**src/rtl/hit_manager_if.sv**
```systemverilog
// Pixel-position, sprite-overlap and player-health signals exchanged with the hit manager.
interface hit_manager_if #(
  parameter int unsigned NUM_BULLETS = 4
);
  logic [9:0]             xx;
  logic [9:0]             yy;
  logic                   aactive;
  logic [NUM_BULLETS-1:0] BulletSpriteOn;
  logic                   HeartSpriteOn;
  logic                   game_start;
  logic [6:0]             HP;
  logic                   HitPulse;
  logic                   Invuln;
  logic                   HitFlash;
  logic                   GameOver;

  modport master (
    output xx, yy, aactive, BulletSpriteOn, HeartSpriteOn, game_start,
    input  HP, HitPulse, Invuln, HitFlash, GameOver
  );

  modport slave (
    input  xx, yy, aactive, BulletSpriteOn, HeartSpriteOn, game_start,
    output HP, HitPulse, Invuln, HitFlash, GameOver
  );
endinterface

```
**src/rtl/hit_manager.sv**
```systemverilog
// Player hit detection: collects heart/bullet overlaps over a frame, applies damage at
// frame end, and runs the post-hit invulnerability window and game-over state.
module hit_manager #(
  parameter int unsigned NUM_BULLETS   = 4,
  parameter int unsigned HP_MAX        = 20,
  parameter int unsigned DAMAGE        = 1,
  parameter int unsigned INVULN_FRAMES = 30
) (
  input logic          Pclk,
  input logic          rst_n,
  hit_manager_if.slave hif
);

  localparam int unsigned DW  = 16;
  localparam int unsigned HPW = 7;
  localparam int unsigned CW  = 8;

  typedef enum logic [1:0] {
    ST_IDLE,
    ST_PLAY,
    ST_INVULN,
    ST_DEAD
  } state_t;

  state_t                 state, state_nxt;
  logic [NUM_BULLETS-1:0] mask, mask_nxt, mask_eval;
  logic [CW-1:0]          cnt, cnt_nxt;
  logic [HPW-1:0]         hp, hp_nxt;
  logic                   pulse_nxt;
  logic                   pulse_q, invuln_q, flash_q, over_q;
  logic [DW-1:0]          hits, dmg, hp_wide;
  logic                   fe;

  // Frame-end detect, overlap set including the current pixel, and wide damage amount
  always_comb begin
    fe        = (hif.xx == 10'd639) && (hif.yy == 10'd479);
    mask_eval = mask | ((hif.aactive && hif.HeartSpriteOn) ? hif.BulletSpriteOn : '0);
    hits      = '0;
    for (int i = 0; i < int'(NUM_BULLETS); i++) begin
      hits = hits + DW'(mask_eval[i]);
    end
    dmg     = hits * DW'(DAMAGE);
    hp_wide = DW'(hp);
  end

  // Next-state and datapath; a restart request overrides any frame-end damage
  always_comb begin
    state_nxt = state;
    hp_nxt    = hp;
    cnt_nxt   = cnt;
    pulse_nxt = 1'b0;
    mask_nxt  = fe ? '0 : mask_eval;

    if (hif.game_start) begin
      state_nxt = ST_PLAY;
      hp_nxt    = HPW'(HP_MAX);
      cnt_nxt   = '0;
      mask_nxt  = '0;
    end else if (fe) begin
      case (state)
        ST_PLAY: begin
          if (|mask_eval) begin
            pulse_nxt = 1'b1;
            if (dmg >= hp_wide) begin
              hp_nxt    = '0;
              state_nxt = ST_DEAD;
              cnt_nxt   = '0;
            end else begin
              hp_nxt    = HPW'(hp_wide - dmg);
              state_nxt = ST_INVULN;
              cnt_nxt   = CW'(INVULN_FRAMES);
            end
          end
        end
        ST_INVULN: begin
          if (cnt == CW'(1)) begin
            state_nxt = ST_PLAY;
            cnt_nxt   = '0;
          end else begin
            cnt_nxt = cnt - CW'(1);
          end
        end
        default: ;
      endcase
    end
  end

  always_ff @(posedge Pclk or negedge rst_n) begin
    if (!rst_n) begin
      state    <= ST_IDLE;
      hp       <= HPW'(HP_MAX);
      cnt      <= '0;
      mask     <= '0;
      pulse_q  <= 1'b0;
      invuln_q <= 1'b0;
      flash_q  <= 1'b0;
      over_q   <= 1'b0;
    end else begin
      state    <= state_nxt;
      hp       <= hp_nxt;
      cnt      <= cnt_nxt;
      mask     <= mask_nxt;
      pulse_q  <= pulse_nxt;
      invuln_q <= (state_nxt == ST_INVULN);
      flash_q  <= (state_nxt == ST_INVULN) && !cnt_nxt[0];
      over_q   <= (state_nxt == ST_DEAD);
    end
  end

  assign hif.HP       = hp;
  assign hif.HitPulse = pulse_q;
  assign hif.Invuln   = invuln_q;
  assign hif.HitFlash = flash_q;
  assign hif.GameOver = over_q;

endmodule

```
**src/flat_wrapper.sv**
```systemverilog
// flat-port wrapper written by rule: the top's interface ports become plain ports
module hit_manager_flat 
#(
  parameter int unsigned NUM_BULLETS   = 4,
  parameter int unsigned HP_MAX        = 20,
  parameter int unsigned DAMAGE        = 1,
  parameter int unsigned INVULN_FRAMES = 30
)
  (Pclk, rst_n, hif_xx, hif_yy, hif_aactive, hif_BulletSpriteOn, hif_HeartSpriteOn, hif_game_start, hif_HP, hif_HitPulse, hif_Invuln, hif_HitFlash, hif_GameOver);
  hit_manager_if #(.NUM_BULLETS(NUM_BULLETS)) hif_i ();
  input logic Pclk;
  input logic rst_n;
  input wire logic [$bits(hif_i.xx)-1:0] hif_xx;
  input wire logic [$bits(hif_i.yy)-1:0] hif_yy;
  input wire logic [$bits(hif_i.aactive)-1:0] hif_aactive;
  input wire logic [$bits(hif_i.BulletSpriteOn)-1:0] hif_BulletSpriteOn;
  input wire logic [$bits(hif_i.HeartSpriteOn)-1:0] hif_HeartSpriteOn;
  input wire logic [$bits(hif_i.game_start)-1:0] hif_game_start;
  output wire logic [$bits(hif_i.HP)-1:0] hif_HP;
  output wire logic [$bits(hif_i.HitPulse)-1:0] hif_HitPulse;
  output wire logic [$bits(hif_i.Invuln)-1:0] hif_Invuln;
  output wire logic [$bits(hif_i.HitFlash)-1:0] hif_HitFlash;
  output wire logic [$bits(hif_i.GameOver)-1:0] hif_GameOver;
  assign hif_i.xx = hif_xx;
  assign hif_i.yy = hif_yy;
  assign hif_i.aactive = hif_aactive;
  assign hif_i.BulletSpriteOn = hif_BulletSpriteOn;
  assign hif_i.HeartSpriteOn = hif_HeartSpriteOn;
  assign hif_i.game_start = hif_game_start;
  assign hif_HP = hif_i.HP;
  assign hif_HitPulse = hif_i.HitPulse;
  assign hif_Invuln = hif_i.Invuln;
  assign hif_HitFlash = hif_i.HitFlash;
  assign hif_GameOver = hif_i.GameOver;
  hit_manager #(.NUM_BULLETS(NUM_BULLETS), .HP_MAX(HP_MAX), .DAMAGE(DAMAGE), .INVULN_FRAMES(INVULN_FRAMES)) u_core (.Pclk(Pclk), .rst_n(rst_n), .hif(hif_i));
endmodule
```
**config.mk**
```make
export PLATFORM = sky130hd
export DESIGN_NAME = hit_manager_flat
export DESIGN_NICKNAME = d
export VERILOG_FILES = /design/src/rtl/hit_manager_if.sv /design/src/rtl/hit_manager.sv /design/src/flat_wrapper.sv
export SDC_FILE = /design/constraint.sdc
export NUM_CORES = 1
export LEC_CHECK = 0
export BUFFER_PORTS_ARGS = -buffer_cell sky130_fd_sc_hd__clkbuf_2
export CORE_ASPECT_RATIO = 0.7
export CORE_MARGIN = 2
export CORE_UTILIZATION = 29
export CTS_CLUSTER_DIAMETER = 30
export DETAILED_ROUTE_END_ITERATION = 7
export GPL_ROUTABILITY_DRIVEN = 0
export MAX_ROUTING_LAYER = met4
export PLACE_DENSITY = 0.59
export SYNTH_ARGS = -nofsm -noshare
export SYNTH_HDL_FRONTEND = slang
export SYNTH_SLANG_ARGS = --single-unit
```
**constraint.sdc**
```tcl
create_clock -name Pclk -period 6.62 [get_ports Pclk]
set_input_delay 1.655 -clock Pclk [delete_from_list [all_inputs] [get_ports Pclk]]
set_output_delay 1.655 -clock Pclk [all_outputs]
set_load 0.05 [all_outputs]
```
* Word-level counts from Yosys, hierarchy flattened
Index checks and enable logic that the tools add are counted.
** Word-level totals
- Register bits after elaboration :: 25
- Input port bits :: 29
- Logic and storage cells :: 59
** Operators by class
- Add/sub/neg operators :: 5
- $lt $le $gt $ge :: 1
- Equal/unequal tests :: 8
- Muxes and demuxes :: 24
- Bitwise operators :: 1
- Reductions and logical operators :: 11
** Operator list (number)
- two-way mux 7 bit :: 5
- adder 16 x 1 -> 16 bit :: 2
- two-way mux 8 bit :: 4
- greater-or-equal comparator 16 x 7 -> 1 bit :: 1
- case mux 8 bit (2 select lines) :: 1
- two-way mux 4 bit :: 3
- == test 10 bit (second input constant) :: 1
- == test 10 x 9 -> 1 bit (second input constant) :: 1
- == test 8 x 1 -> 1 bit (second input constant) :: 1
- two-way mux 2 bit :: 4
- subtractor 8 x 1 -> 8 bit (second input constant) :: 1
- subtractor 7 bit :: 1
- == test 2 bit (second input constant) :: 3
- AND reduction 3 bit :: 2
- nonzero test 2 bit :: 3
- two-way mux 1 bit :: 5
- two-way mux 5 bit :: 1
- bitwise OR 4 bit :: 1
- case mux 2 bit (2 select lines) :: 1
- OR reduction 4 bit :: 1
- logical AND 1 bit :: 3
- != test 3 x 2 -> 1 bit (second input constant) :: 1
- nonzero test 3 bit :: 1
- adder 1 x 1 -> 2 bit :: 1
- other kinds (2) :: 2

* Depth between registers and ports, before layout
Gate-level depths: netlist of the first run.
- Word-level depth :: 14
- Gate-level depth with buffers :: 13

* Worst setup path after synthesis of the first run
No wires, ideal clock.
- Path kind :: input to register
- Start point :: input port hif_HeartSpriteOn
- End point :: register u_core.hp[2], in the netlist u_core.hif.HP[2]
- Setup time :: 0.062 ns
- Data arrival time :: 4.020 ns
- Required time :: 6.558 ns
- Path slack :: 2.538 ns
- Stages on the path :: 13
- Buffers on the path :: 1
- Path through :: a31oi_1 > ha_1 > inv_1 > fa_1 > inv_1 > ha_1 > nand2b_1 > a211oi_1 > nor2_1 > clkbuf_1 > nor4_1 > a21oi_1 > nand2_1
** On the way
- Cells in the longest elaborated chain, start to end :: 12
- Elaborated cells on any way between the ends :: 16
** RTL lines
- start: declaration :: RTL line flat_wrapper.sv:17 : input wire logic [$bits(hif_i.HeartSpriteOn)-1:0] hif_HeartSpriteOn;
- logical AND 1 bit * :: RTL line hit_manager.sv:37 : mask_eval = mask | ((hif.aactive && hif.HeartSpriteOn) ? hif.BulletSpriteOn : '0);
- two-way mux 4 bit * :: RTL line hit_manager.sv:37
- bitwise OR 4 bit * :: RTL line hit_manager.sv:37
- adder 1 x 1 -> 2 bit :: RTL line hit_manager.sv:40 : hits = hits + DW'(mask_eval[i]);
- adder 16 x 1 -> 16 bit (2 in series) :: RTL line hit_manager.sv:40
- greater-or-equal comparator 16 x 7 -> 1 bit / subtractor 7 bit (equally long branches) :: RTL line hit_manager.sv:64, hit_manager.sv:69
- two-way mux 7 bit :: RTL line hit_manager.sv:64 : if (dmg >= hp_wide) begin
- two-way mux 7 bit :: RTL line hit_manager.sv:62 : if (|mask_eval) begin
- two-way mux 7 bit :: RTL line hit_manager.sv:60 : case (state)
- two-way mux 7 bit :: RTL line hit_manager.sv:59 : end else if (fe) begin
- two-way mux 7 bit :: RTL line hit_manager.sv:54 : if (hif.game_start) begin
- end signal: assignment :: RTL line hit_manager.sv:91 : hp <= HPW'(HP_MAX);
- end signal: assignment :: RTL line hit_manager.sv:100 : hp <= hp_nxt;
- end: declaration :: RTL line hit_manager.sv:28 : logic [HPW-1:0] hp, hp_nxt;
Every way passes the cells marked *; elsewhere a longest branch is shown, timed or not. The select of a mux whose other input is x is not followed.
A chain may end at the register's enable or synchronous reset.

* Final worst setup path of the first run
- Start point :: input port hif_HeartSpriteOn
- End point :: register u_core.cnt[1]
** On the way
- Cells in the longest elaborated chain, start to end :: 12
- Elaborated cells on any way between the ends :: 15
** RTL lines
- logical AND 1 bit * :: RTL line hit_manager.sv:37
- two-way mux 4 bit * :: RTL line hit_manager.sv:37
- bitwise OR 4 bit * :: RTL line hit_manager.sv:37
- adder 1 x 1 -> 2 bit :: RTL line hit_manager.sv:40
- adder 16 x 1 -> 16 bit (2 in series) :: RTL line hit_manager.sv:40
- greater-or-equal comparator 16 x 7 -> 1 bit :: RTL line hit_manager.sv:64
- two-way mux 5 bit :: RTL line hit_manager.sv:64
- two-way mux 8 bit :: RTL line hit_manager.sv:62
- case mux 8 bit (2 select lines) :: RTL line hit_manager.sv:60
- two-way mux 8 bit :: RTL line hit_manager.sv:59
- two-way mux 8 bit :: RTL line hit_manager.sv:54
- end signal: assignment :: RTL line hit_manager.sv:101 : cnt <= cnt_nxt;
- end: declaration :: RTL line hit_manager.sv:27 : logic [CW-1:0] cnt, cnt_nxt;
Marked as above.

==> flow_summary.toml, run 1 <==
[status]
status = "finished clean"

[detailed_routing]
drt_wl_total_um = 3969
drc = 0
wl_per_cell_um = 12.89
vias = 1523
ant_nets = 0
vias_per_cell = 4.945
drt_iter0_drc = 120
drtPass1Iterations = 4

[grt]
grt_usage = 0.1378
grt-busiest-layer = "met1"
grtUsageMet2 = 0.1813
grt_pass1_vias = 1390
grt_overflow_total = 0
grt_pass1_wl_um = 6741
grt_use_met1 = 0.2127
grt_antenna_before_repair = 0
grtUsageMet3 = 0.02423
grt_max_degree = 26

[yosys]
synth_compound_area_frac = 0.1928
synth_top_family_by_area = "simple AND/OR/NAND/NOR gates"
synth_area_um2 = 1694
synthMostInstantiatedCell = "nor2_1"
synth_common_cells = "nor2_1 (27), dfrtp_1 (23), inv_1 (20)"
synth.yosys.seq_area_share = 0.3708
synthMuxAreaShare = 0
synthSimpleGateAreaFrac = 0.2614
synthCells = 195
synth_area_leaders = "dfrtp_1 (34%), ha_1 (9.6%), nor2_1 (6.0%), inv_1 (4.4%), a21oi_1 (3.8%)"
synth_top_area_cell = "dfrtp_1"
synth_fa_ha_area_frac = 0.1196
synth_top_area_share = 0.3397
yosys_warnings = 0
syn-num-nets = 239
synth_flop_cell = "dfrtp_1"
yosys.cell_types.count = 41
synthArstFlopShare = 1.000
synth_area_per_cell_um2 = 8.688
synthXorXnorAreaFrac = 0
synth_edf_count = 0
ys_ff_latch = 25

[critical_path]
critPathLaunchType = "primary input"
arrival_ns = 4.46
crit_required_ns = 6.77
path_class = "primary input to flip-flop"
crit_fanout = 12
cp-end-kind = "flip-flop"

[cells_and_area]
diodes = 0
drive_gt1_frac = 0.2189
syn_to_final_growth_pct = 18.69
stdcell_count = 308
finalNetCount = 278

[sta]
finalHoldViolCount = 0
whs_ns = 0.5081
tightest_slew_ns = 0.8708
period_minus_slack_ns = 4.308
report.final.slew_viol_count = 0
fin_skew_ns = 0.003544
final-setup-viol-count = 0
slew-limit-headroom = 0.4189
worst_slack_ns = 2.312
final.setup.tns_ns = 0
period_share = 0.6508
rsz0062_at_grt = "false"
fmax_ghz = 0.2321

[clock_network]
numCtsBuffers = 3
holdBufCountCts = 0
numClockSinks = 25
clk-insertion-delay-late_ns = 0.27
ctsResizeCount = 0
clkSlewWorstSetupHoldPaths_ns = 0.09
cts_setup_buffers = 0
cts_tree = "built"
cts_buffer_depth = 2
h-tree-depth = 1
cts-root-buf = "clkbuf_8"

[power]
ir_worst_vdd_uv = 69.03
p_per_area_nw_per_um2 = 147.2
p_leak_nw = 0.9601

[floorplan]
core_um2 = 5669
die_h_um = 67.95
die-width_um = 95.36
num_rows = 23
start_util = 0.2988
pin_count = 40
die_area_um2 = 6479

[place]
placedCellCount = 304
io_buffers = 39
post-place-ws_ns = 2.047
dp_hpwl_um = 3072

[flow_run]
drv_cap = 0

[hold_path]
worstHoldPathType = "flip-flop to flip-flop"
==> worst max-delay path: stages <==
cell and delay [ns]:
clkbuf_2 0.12, a31oi_1 0.28, ha_1 0.18, inv_1 0.05, fa_1 0.35, inv_1 0.06, ha_1 0.27, ha_1 0.32
a211oi_1 0.09, nor2_1 0.66, o22ai_1 0.18, a22oi_1 0.19, nor2_1 0.06
==> layout make-up <==
cell class / count / area (um2)
timing repair buffer: 39 / 195.2
clock buffer: 3 / 41.29
clock inverter: 1 / 5.005
multi-input combinational: 145 / 972.2
tap: 75 / 93.84
fill: 590 / 3659
inverter: 20 / 75.07
sequential: 25 / 628.1
==> logic make-up (layout without fill, tap and decap cells) <==
| kind of cell | count (synthesis) | in the layout |
|---|---|---|
| buffers and inverters | 25 | 63 |
| flip-flops | 25 | 25 |
| adder cells (fa/ha/maj) | 15 | 15 |
| AND/OR/NAND/NOR | 80 | 80 |
| AO/OA/AOI/OAI | 50 | 50 |
==> flip-flops by register name, summed over array words and instances (netlist names) <==
name                 cells
u_core.cnt               8
u_core.hif.HP            7
u_core.mask              4
u_core.state             2
u_core.hif.GameOver      1
u_core.hif.HitFlash      1
u_core.hif.HitPulse      1
u_core.hif.Invuln        1
==> metal layers <==
layer  part of all wire  vias to the layer above
met5                  0                        -
met4             0.0073                        0
met3              0.064                        2
met2               0.37                       55
met1               0.56                      687
li1                   -                      779
==> path summary, 6_finish.rpt <==
path                                              start                           end  slack (ns)  depth (start not counted)
max                                   hif_HeartSpriteOn     u_core.cnt[1]$_DFFE_PN0P_        2.31                         13
min                        u_core.hif.HP[4]$_DFFE_PN1P_  u_core.hif.HP[4]$_DFFE_PN1P_        0.51                          2
max reg2reg                    u_core.mask[1]$_DFF_PN0_     u_core.cnt[1]$_DFFE_PN0P_        3.48                         12
min reg2reg                u_core.hif.HP[4]$_DFFE_PN1P_  u_core.hif.HP[4]$_DFFE_PN1P_        0.51                          2
max in group asynchronous                         rst_n  u_core.hif.HP[0]$_DFFE_PN0P_        4.81                          1
min in group asynchronous                         rst_n     u_core.cnt[7]$_DFFE_PN0P_        1.39                          1
==> metrics by stage <==
step | utilization | total power [mW] | instance area [um2]
4_1_cts | 0.3547 | 0.3011 | 2011
6_report | 0.3547 | 0.2960 | 2011
2_1_floorplan | - | 0.1885 | 1694
5_1_grt | 0.3547 | 0.3154 | 2011
3_3_place_gp | 0.3465 | 0.2079 | 1964
3_5_place_dp | 0.3465 | 0.2083 | 1964
==> power breakdown <==
group / internal (mW) / total, mW / switching (mW)
registers: 0.154 / 0.154 / 0.000633
clock network: 0.0421 / 0.0914 / 0.0493
logic: 0.0220 / 0.0501 / 0.0281
==> cells in the final DEF, fill, tap and decap left out, types with 3 or more instances in the layout <==
master,count
a21oi_1,13
o21ai_0,12
or4_1,3
and2_1,3
dfrtp_1,23
a31oi_1,7
inv_1,20
nor3_1,9
ha_1,13
nor2b_1,3
nand4b_1,4
clkbuf_8,3
nor4_1,5
clkbuf_2,39
nand2b_1,3
nor2_1,27
nand2_1,10
Note: power is estimated with default switching activity, not from simulation.
==> run 2: changes to the inputs <==
--- a/config.mk
+++ b/config.mk
@@ -5,6 +5,7 @@
 export SDC_FILE = /design/constraint.sdc
 export NUM_CORES = 1
 export LEC_CHECK = 0
+export ABC_AREA = 1
 export BUFFER_PORTS_ARGS = -buffer_cell sky130_fd_sc_hd__clkbuf_2
 export CORE_ASPECT_RATIO = 0.7
 export CORE_MARGIN = 2
==> constraint.sdc (replaced) <==
create_clock -name Pclk -period 4.07 [get_ports Pclk]
set_input_delay 1.0175 -clock Pclk [delete_from_list [all_inputs] [get_ports Pclk]]
set_output_delay 1.0175 -clock Pclk [all_outputs]
set_load 0.05 [all_outputs]
==> flow_summary.toml, run 2 <==
[status]
status = "finished clean"

[hold_path]
hold_depth = 2
worstHoldPathType = "flip-flop to flip-flop"

[floorplan]
start_util = 0.3043
die_area_um2 = 7327
die_h_um = 72.22
num_rows = 24
die-width_um = 101.5
pin_count = 40
core_um2 = 6336

[detailed_routing]
wl_per_cell_um = 10.56
vias_per_cell = 4.286
drtPass1Iterations = 6
ant_nets = 0
drt_wl_total_um = 4276
drc = 0
vias = 1736
drt_iter0_drc = 62

[cells_and_area]
syn_to_final_growth_pct = 17.52
layout_commonest_cell = "inv_1"
regMostFlops = "u_core.cnt"
drive_gt1_frac = 0.2197
diodes = 0
final_cell_area_um2 = 2266
finalNetCount = 359
stdcell_count = 405
layout_common_cells = "inv_1 (58), nand2_1 (48), clkbuf_2 (39)"
largest_reg_flops = 8

[sta]
fin_skew_ns = 0.003509
finalHoldViolCount = 0
period_minus_slack_ns = 3.612
final-setup-viol-count = 0
tightest_slew_ns = 0.6634
period_share = 0.8874
final.setup.tns_ns = 0
slew-limit-headroom = 0.5577
fmax_ghz = 0.2769
rsz0062_at_grt = "false"
report.final.slew_viol_count = 0

[critical_path]
crit_chain = "clkbuf_2, nand2_1, o21ai_0, inv_1, ha_1, inv_1, fa_1, inv_1, ha_1, ha_1, a21oi_1, nand2_1, nand2_2, nand2_1, nand3_1, nand2_1, a21oi_1, nand2_2, nor2_2"
cp-end-kind = "flip-flop"
path_class = "primary input to flip-flop"
crit_required_ns = 4.28
crit_family = "adder cells"
crit_slowest_cell = "fa_1"
crit_fanout = 5
crit_top_cell = "nand2_1"
critPathLaunchType = "primary input"
arrival_ns = 3.83
path_depth = 19
critPathMaxStageDelay_ns = 0.34
critPathBufInv = 4
reg2reg_depth = 18

[place]
postPlaceCellArea_um2 = 2221
placedCellCount = 401
dp_hpwl_um = 3475
io_buffers = 39

[yosys]
synth_top_area_cell = "dfrtp_1"
synthMostInstantiatedCell = "inv_1"
synth_edf_count = 0
syn-num-nets = 317
yosys_warnings = 0
synthArstFlopShare = 1.000
synthCells = 273
synth_common_cells = "inv_1 (58), nand2_1 (48), nor2_1 (33)"
synth_area_leaders = "dfrtp_1 (30%), inv_1 (11%), nand2_1 (9.3%), ha_1 (8.4%), nor2_1 (6.4%)"
synth_top_area_share = 0.2985
synth_area_per_cell_um2 = 7.063
synth_flop_cell = "dfrtp_1"
ys_ff_latch = 25
synth.yosys.seq_area_share = 0.3258
synth_area_um2 = 1928
yosys.cell_types.count = 30

[clock_network]
cts-root-buf = "clkbuf_8"
cts_buffer_depth = 2
ctsResizeCount = 0
holdBufCountCts = 0
h-tree-depth = 1
cts_tree = "built"
numCtsBuffers = 3
cts_setup_buffers = 0
clk-insertion-delay-late_ns = 0.27
clkSlewWorstSetupHoldPaths_ns = 0.09
numClockSinks = 25

[power]
p_per_area_nw_per_um2 = 232.4
power_mw = 0.5266
p_leak_nw = 1.194
ir_worst_vdd_uv = 102.9

[grt]
grt_pass1_wl_um = 7300
grt_usage = 0.1289
grt_antenna_before_repair = 0
grt_pass1_vias = 1519
grt_max_degree = 26
grt_overflow_total = 0

[flow_run]
drv_cap = 0
run 2: cell count changes in the layout (fill, tap and decap cells not counted), moves of 4 or more:
cell / before / now
inv_1: 20 / 58
nand2_1: 10 / 48
nand3_1: 1 / 20
a21oi_1: 13 / 6
a31oi_1: 7 / 0
nor2_2: 0 / 7
nor2_1: 27 / 33
o21ai_0: 12 / 18
nand2_2: 0 / 5
nand4_1: 2 / 7
nand4b_1: 4 / 0
nor3_1: 9 / 5
nor4_1: 5 / 1
run 2: cell families (layout without fill, tap and decap cells):
logic type               Yosys count  after routing  synth area share
XOR/XNOR                           3              3           0.01363
adder cells (fa/ha/maj)           15             15            0.1051
flip-flops                        25             25            0.3258
AND/OR/NAND/NOR                  134            134            0.3284
AO/OA/AOI/OAI                     35             35            0.1038
buffers and inverters             61            102            0.1233
run 2: layer usage:
metal  share of wire  track usage
met1            0.57       0.2104
met2            0.38       0.1589
met3           0.044      0.02601
met4          0.0063      0.02252
met5               0            -
run 2: path summary, 6_finish.rpt:
path                       slack (ns)                            end                         start
setup / recovery                 0.46  u_core.hif.HitFlash$_DFF_PN0_                   hif_aactive
hold / removal                   0.53   u_core.hif.HP[2]$_DFFE_PN1P_  u_core.hif.HP[2]$_DFFE_PN1P_
setup reg to reg                 1.16  u_core.hif.HitFlash$_DFF_PN0_      u_core.mask[1]$_DFF_PN0_
hold reg to reg                  0.53   u_core.hif.HP[2]$_DFFE_PN1P_  u_core.hif.HP[2]$_DFFE_PN1P_
max in group asynchronous        2.88    u_core.hif.Invuln$_DFF_PN0_                         rst_n
min in group asynchronous        0.76       u_core.mask[1]$_DFF_PN0_                         rst_n
run 2: final cells by class:
cell class                 instances  area, um2
clock buffer                       4      45.04
fill                             684       4070
inverter                          59      221.5
multi-input combinational        187       1062
sequential                        25      628.1
tap                               91      113.9
timing repair buffer              39      195.2
run 2: worst register-to-register path: cells and delay by family, from the launching register on:
| kind | cells | cell delay [ns] |
|---|---|---|
| AO/OA/AOI/OAI | 3 | 0.53 |
| adder cells (fa/ha/maj) | 4 | 1.21 |
| buffers and inverters | 4 | 0.22 |
| flip-flops | 1 | 0.33 |
| AND/OR/NAND/NOR | 7 | 0.55 |
run 2: metrics by stage:
step	hold slack [ns]	utilization	setup WS, ns
after detailed placement	0.5178	0.3505	0.1529
after global routing	0.5921	0.3576	0.1909
final	0.5320	0.3576	0.4584
after global placement	0.5142	0.3505	0.2370
after CTS	0.5337	0.3576	0.4481
after floorplan	0.4962	-	0.5229
run 2: power breakdown:
| group | internal [mW] | total (mW) | switching [mW] |
|---|---|---|---|
| sequential | 0.252 | 0.254 | 0.00185 |
| combinational | 0.0459 | 0.122 | 0.0761 |
| clock | 0.0701 | 0.151 | 0.0809 |
